[src/rtl/cg_iteration_sequencer.sv]
// Phase scheduler for one conjugate-gradient iteration on the shared ALU:
// MATVEC, DOT_PAP, UPD_XR, DOT_RR, UPD_P, with a convergence/iteration-cap check after each r.r dot.
module cg_iteration_sequencer #(
  parameter int no_of_units    = 8,
  parameter int element_width  = 32,
  parameter int iter_width     = 11,
  parameter int max_iterations = 1024
) (
  input  logic                     clk,
  input  logic                     reset,
  input  logic                     start,
  input  logic                     abort,
  input  logic [31:0]              total,
  input  logic [element_width-1:0] tolerance,
  input  logic [element_width-1:0] rs_new,
  input  logic                     op_done,
  output logic                     op_start,
  output logic [2:0]               op_sel,
  output logic [31:0]              num_blocks,
  output logic                     busy,
  output logic                     halt,
  output logic                     finish_all,
  output logic                     finish_alu,
  output logic                     converged,
  output logic                     len_error,
  output logic [iter_width-1:0]    iteration_counter,
  output logic [2:0]               state_dbg
);

  // ALU handshake: op_start is a one-cycle launch pulse; op_sel is held from launch until the
  // matching op_done; op_done is honoured only in S_WAIT, and abort beats a same-cycle op_done.
  typedef enum logic [2:0] {
    S_IDLE  = 3'd0,
    S_ISSUE = 3'd1,
    S_WAIT  = 3'd2,
    S_CHECK = 3'd3,
    S_DONE  = 3'd4
  } state_t;

  localparam logic [2:0] PH_MATVEC = 3'd0;
  localparam logic [2:0] PH_DOT_RR = 3'd3;
  localparam logic [2:0] PH_UPD_P  = 3'd4;

  localparam logic [iter_width-1:0] last_iter = iter_width'(max_iterations - 1);

  state_t                   state;
  logic [2:0]               phase;
  logic [element_width-1:0] tol_q;
  logic [element_width-1:0] rs_q;
  logic [31:0]              blocks_calc;
  logic [iter_width-1:0]    iter_next;

  assign blocks_calc = total / 32'(no_of_units);
  // The counter saturates rather than wrapping back to zero.
  assign iter_next   = (iteration_counter == {iter_width{1'b1}}) ? iteration_counter
                                                                 : iteration_counter + iter_width'(1);
  assign op_sel      = phase;
  assign state_dbg   = state;

  always_ff @(posedge clk or negedge reset) begin
    if (!reset) begin
      state             <= S_IDLE;
      phase             <= PH_MATVEC;
      tol_q             <= '0;
      rs_q              <= '0;
      num_blocks        <= '0;
      op_start          <= 1'b0;
      busy              <= 1'b0;
      halt              <= 1'b0;
      finish_all        <= 1'b0;
      finish_alu        <= 1'b0;
      converged         <= 1'b0;
      len_error         <= 1'b0;
      iteration_counter <= '0;
    end else begin
      op_start   <= 1'b0;
      finish_all <= 1'b0;
      finish_alu <= 1'b0;
      if (abort && state != S_IDLE) begin
        state      <= S_IDLE;
        busy       <= 1'b0;
        halt       <= 1'b0;
        finish_alu <= 1'b1;
      end else begin
        case (state)
          S_IDLE, S_DONE: begin
            if (start) begin
              num_blocks        <= blocks_calc;
              tol_q             <= tolerance;
              iteration_counter <= '0;
              converged         <= 1'b0;
              len_error         <= 1'b0;
              phase             <= PH_MATVEC;
              if (blocks_calc == '0) begin
                state      <= S_DONE;
                busy       <= 1'b0;
                halt       <= 1'b1;
                finish_all <= 1'b1;
                len_error  <= 1'b1;
              end else begin
                state    <= S_ISSUE;
                busy     <= 1'b1;
                halt     <= 1'b0;
                op_start <= 1'b1;
              end
            end
          end
          S_ISSUE: state <= S_WAIT;
          S_WAIT: begin
            if (op_done) begin
              case (phase)
                PH_UPD_P: begin
                  iteration_counter <= iter_next;
                  finish_alu        <= 1'b1;
                  phase             <= PH_MATVEC;
                  state             <= S_ISSUE;
                  op_start          <= 1'b1;
                end
                PH_DOT_RR: begin
                  rs_q  <= rs_new;
                  state <= S_CHECK;
                end
                default: begin
                  phase    <= phase + 3'd1;
                  state    <= S_ISSUE;
                  op_start <= 1'b1;
                end
              endcase
            end
          end
          S_CHECK: begin
            // Non-negative IEEE-754 singles order the same way as their raw bit patterns.
            if (rs_q < tol_q) begin
              converged         <= 1'b1;
              iteration_counter <= iter_next;
              state             <= S_DONE;
              busy              <= 1'b0;
              halt              <= 1'b1;
              finish_all        <= 1'b1;
            end else if (iteration_counter == last_iter) begin
              iteration_counter <= iter_next;
              state             <= S_DONE;
              busy              <= 1'b0;
              halt              <= 1'b1;
              finish_all        <= 1'b1;
            end else begin
              phase    <= PH_UPD_P;
              state    <= S_ISSUE;
              op_start <= 1'b1;
            end
          end
          default: begin
            state <= S_IDLE;
            busy  <= 1'b0;
            halt  <= 1'b0;
          end
        endcase
      end
    end
  end

  op_start_only_when_busy: assert property (@(posedge clk) disable iff (!reset) op_start |-> busy);
  busy_halt_exclusive:     assert property (@(posedge clk) disable iff (!reset) !(busy && halt));
  finish_all_in_done:      assert property (@(posedge clk) disable iff (!reset) finish_all |-> halt);
  op_sel_held_in_wait:     assert property (@(posedge clk) disable iff (!reset)
                                            (state == S_WAIT && !op_done && !abort) |=> $stable(op_sel));

endmodule

[config.mk]
export PLATFORM = sky130hd
export DESIGN_NAME = cg_iteration_sequencer
export DESIGN_NICKNAME = d
export VERILOG_FILES = /design/src/rtl/cg_iteration_sequencer.sv
export SDC_FILE = /design/constraint.sdc
export NUM_CORES = 1
export LEC_CHECK = 0
export BUFFER_PORTS_ARGS = -buffer_cell sky130_fd_sc_hd__buf_2
export CELL_PAD_IN_SITES_DETAIL_PLACEMENT = 1
export CELL_PAD_IN_SITES_GLOBAL_PLACEMENT = 1
export CORE_MARGIN = 3
export CORE_UTILIZATION = 37
export DETAILED_ROUTE_END_ITERATION = 10
export PLACE_DENSITY = 0.75
export RECOVER_POWER = 100
export SKIP_LAST_GASP = 1
export SYNTH_ARGS = -nofsm -noshare
export SYNTH_HDL_FRONTEND = slang
export SYNTH_SLANG_ARGS = --single-unit
[constraint.sdc]
create_clock -name clk -period 3.3 [get_ports clk]
set_input_delay 0.66 -clock clk [delete_from_list [all_inputs] [get_ports clk]]
set_output_delay 0.66 -clock clk [all_outputs]
set_load 0.05 [all_outputs]
==> impl_results.md <==
- Outcome: complete, but fails checks
- Violated checks: max-capacitance violations, max-slew violations
- Nets@finish: 877
- RSZ-0062 raised after global routing: false
- Ant diodes: 0
- Post-DP HPWL: 11800 µm
- Commonest cells after routing, fill and taps aside: nand2_1, dfrtp_1, buf_2
- Vias in the first global route: 5340
- Reg2Reg Depth: 8
- Initial Utilization: 0.385
- Clk buf depth: 2
- WS Path Type: flip-flop to flip-flop
- Vias/cell: 5.15
- All-layer global routing usage: 0.198
- Clock Skews: 10.8 ps
- Synth Register Bits: 117
- Hold_ws: 447 ps
- Worst setup margin: 382 ps
- CTS tree: yes
- Hold wc startpoint: tolerance[10]
- CP Launch Type: flip-flop
- Row cnt: 44
- Most common cell after layout, fill and taps aside: nand2_1
- Placer Congestion: 0.888
- Fmax: 343 MHz
- Lkg Pwr: 3.56 nW
- Vias: 4830
- Area Overhead vs Synth: 25.1%
- Clock slew at reported path FFs: 60 ps
- First-pass GRT wire length: 26200 µm
- Hold/Removal Path Class: primary input to flip-flop
- Clk sinks: 117
- Final period utilization: 0.884
- WL/cell: 16.9 µm
- Pins Over Slew Limit: 44
- Max-cap violations: 1
- Hold EP: tol_q[10]
- Worst-path maximum fanout: 14
- Max IR drop VDD: 0.000390 V
- Area of the multi-input gates: 0.00245 mm²
- Die height: 130 µm
- # H-tree levels: 4
- Switching share of power: 0.425
- Fill count: 1754
- Post-CTS Hold Buffers: 0
- Worst Hold Path Cells: 3
- Cts bufs inserted: 17
- Final Critical Period: 2920 ps
- Synthesized area per cell: 9.63 µm²
- Net Switching: 0.00259 W
- Post-CTS setup buffers: 0
- Ys async rst share: 1.00
- Share of layout cells above drive strength 1: 0.225
- Clock power share: 0.299
- Clk_lat worst skew: 420 ps
- Power density over the cells: 859 mW/mm²
- Flop2flop setup slack: 380 ps
- Setup WS pre-CTS: 550 ps
- Initial DRT Pass Iterations: 4
- Reg2reg start: rs_q[30]
- Post-cts sizing count: 0
- Comb power frac: 0.362
- Number of synthesized flops with an enable pin: 0
- Overflow after GRT: 0
- Area of the mapped netlist: 0.00567 mm²
- Post-Syn Instances: 589
- CP Data Required Time: 3600 ps
- Initial antenna violation count: 0
- Seq/Total Area, Yosys: 0.516
- Final hold violations: 0
- # DRC: 0
- Count of cell types in the netlist: 48
- I/O pin cnt: 157
- Initial DRC count: 215
- Number of buffers added on ports: 150
- Die Width: 130 µm
- Total Wirelength: 15900 µm
- Power Internal: 0.00350 W
- Primary FF master, synth: dfrtp_1
- CORE AREA: 0.0148 mm²
- Yosys warning count: 0
- Critical path arrival: 3220 ps
- Critical R2R Capture: iteration_counter[9]
- Clock root buffer: clkbuf_16
- Final setup violation count: 0
- Sequential share of power: 0.339
- Slew headroom: -0.703
- Die Area: 0.0169 mm²
- Register area: 0.00293 mm²
- Worst Tran Pin Value: 2550 ps
- Post-DRT Antenna Nets: 0
- Total Neg Setup Slack: 0 ps
- Worst setup EP type: flip-flop
- Fin util: 0.481
- Pin count of the biggest net entering global routing: 92
==> worst max path at each step <==
| stage | from | to | slack, ps | depth (start not counted) |
|---|---|---|---|---|
| detailed placement | abort | iteration_counter[5] | 550 | 7 |
| floorplan | iteration_counter[0] | iteration_counter[9] | 1020 | 8 |
| CTS | state_dbg[0] | iteration_counter[5] | 620 | 6 |
| global placement | abort | iteration_counter[4] | 650 | 7 |
| global route | rs_q[30] | iteration_counter[9] | 120 | 8 |
| finish | rs_q[30] | iteration_counter[9] | 380 | 8 |
==> power groups by stage <==
stage                     registers (W)  clock network [W]  logic [W]
after global routing            0.00212            0.00195    0.00246
after floorplan                 0.00279                  0   0.000937
after detailed placement        0.00209                  0    0.00231
after CTS                       0.00207            0.00187    0.00233
after global placement          0.00205                  0    0.00223
final                           0.00207            0.00182    0.00221
==> worst max-delay path, stage by stage (launching register included) <==
cell and delay [ps]:
dfrtp_1 390, ha_1 340, nand4_1 190, or4_1 620, a311oi_1 470, o21ai_0 210, buf_4 230, and2_4 160
a22o_1 190
==> sequential cells by signal, summed over array words and instances (netlist names), 3 cells and up <==
register           cells
op_sel                 3
iteration_counter     11
rs_q                  32
state_dbg              3
num_blocks            29
tol_q                 32
==> final cells by class <==
cell class | count | share of cell area
flip-flops and latches | 117 | 0.412
multi-input cells | 405 | 0.344
repair buffers | 157 | 0.104
clock buffers | 18 | 0.0619
well taps | 184 | 0.0324
inverters | 43 | 0.0227
clock inverters | 14 | 0.0217
==> cell families after synthesis <==
family | after synthesis | share of synthesized area
AND/OR/NAND/NOR | 223 | 0.170
flip-flops | 117 | 0.516
AO/OA/AOI/OAI | 111 | 0.120
buffers and inverters | 69 | 0.0507
adder cells (fa/ha/maj) | 35 | 0.0772
multiplexers | 33 | 0.0655
other | 1 | 0.000661
==> through the flow <==
| step | cell area [µm²] | cells | power [W] |
|---|---|---|---|
| CTS | 7220 | 938 | 0.00627 |
| finish | 7100 | 938 | 0.00610 |
| floorplan | 5680 | 591 | 0.00372 |
| global placement | 6630 | 906 | 0.00428 |
| detailed placement | 6630 | 906 | 0.00440 |
| global route | 7100 | 938 | 0.00653 |
==> Yosys cell counts (all sizes together) (4+ instances only) <==
| cell | n | area, µm² |
|---|---|---|
| nand4 | 11 | 75.1 |
| and2 | 4 | 27.5 |
| o31ai | 6 | 45.0 |
| nand2b | 4 | 25.0 |
| clkbuf | 12 | 45.0 |
| ha | 35 | 438 |
| nand3 | 11 | 55.1 |
| a21oi | 21 | 105 |
| o22ai | 4 | 25.0 |
| nand2 | 150 | 563 |
| nor3 | 4 | 20.0 |
| nor4 | 8 | 50.1 |
| mux2 | 33 | 372 |
| a31oi | 4 | 25.0 |
| inv | 43 | 161 |
| buf | 14 | 81.3 |
| o21ai | 50 | 254 |
| nor2 | 21 | 78.8 |
| dfrtp | 117 | 2930 |
==> per-layer routing <==
| layer | part of all wire | GRT usage | up-vias |
|---|---|---|---|
| met3 | 0.049 | 0.0569 | 23 |
| met1 | 0.43 | 0.235 | 2371 |
| met5 | 0 | 0 | - |
| met2 | 0.51 | 0.349 | 132 |
| met4 | 0.013 | 0.0593 | 0 |
| li1 | - | - | 2304 |
Note: power is estimated with default switching activity, not from simulation.
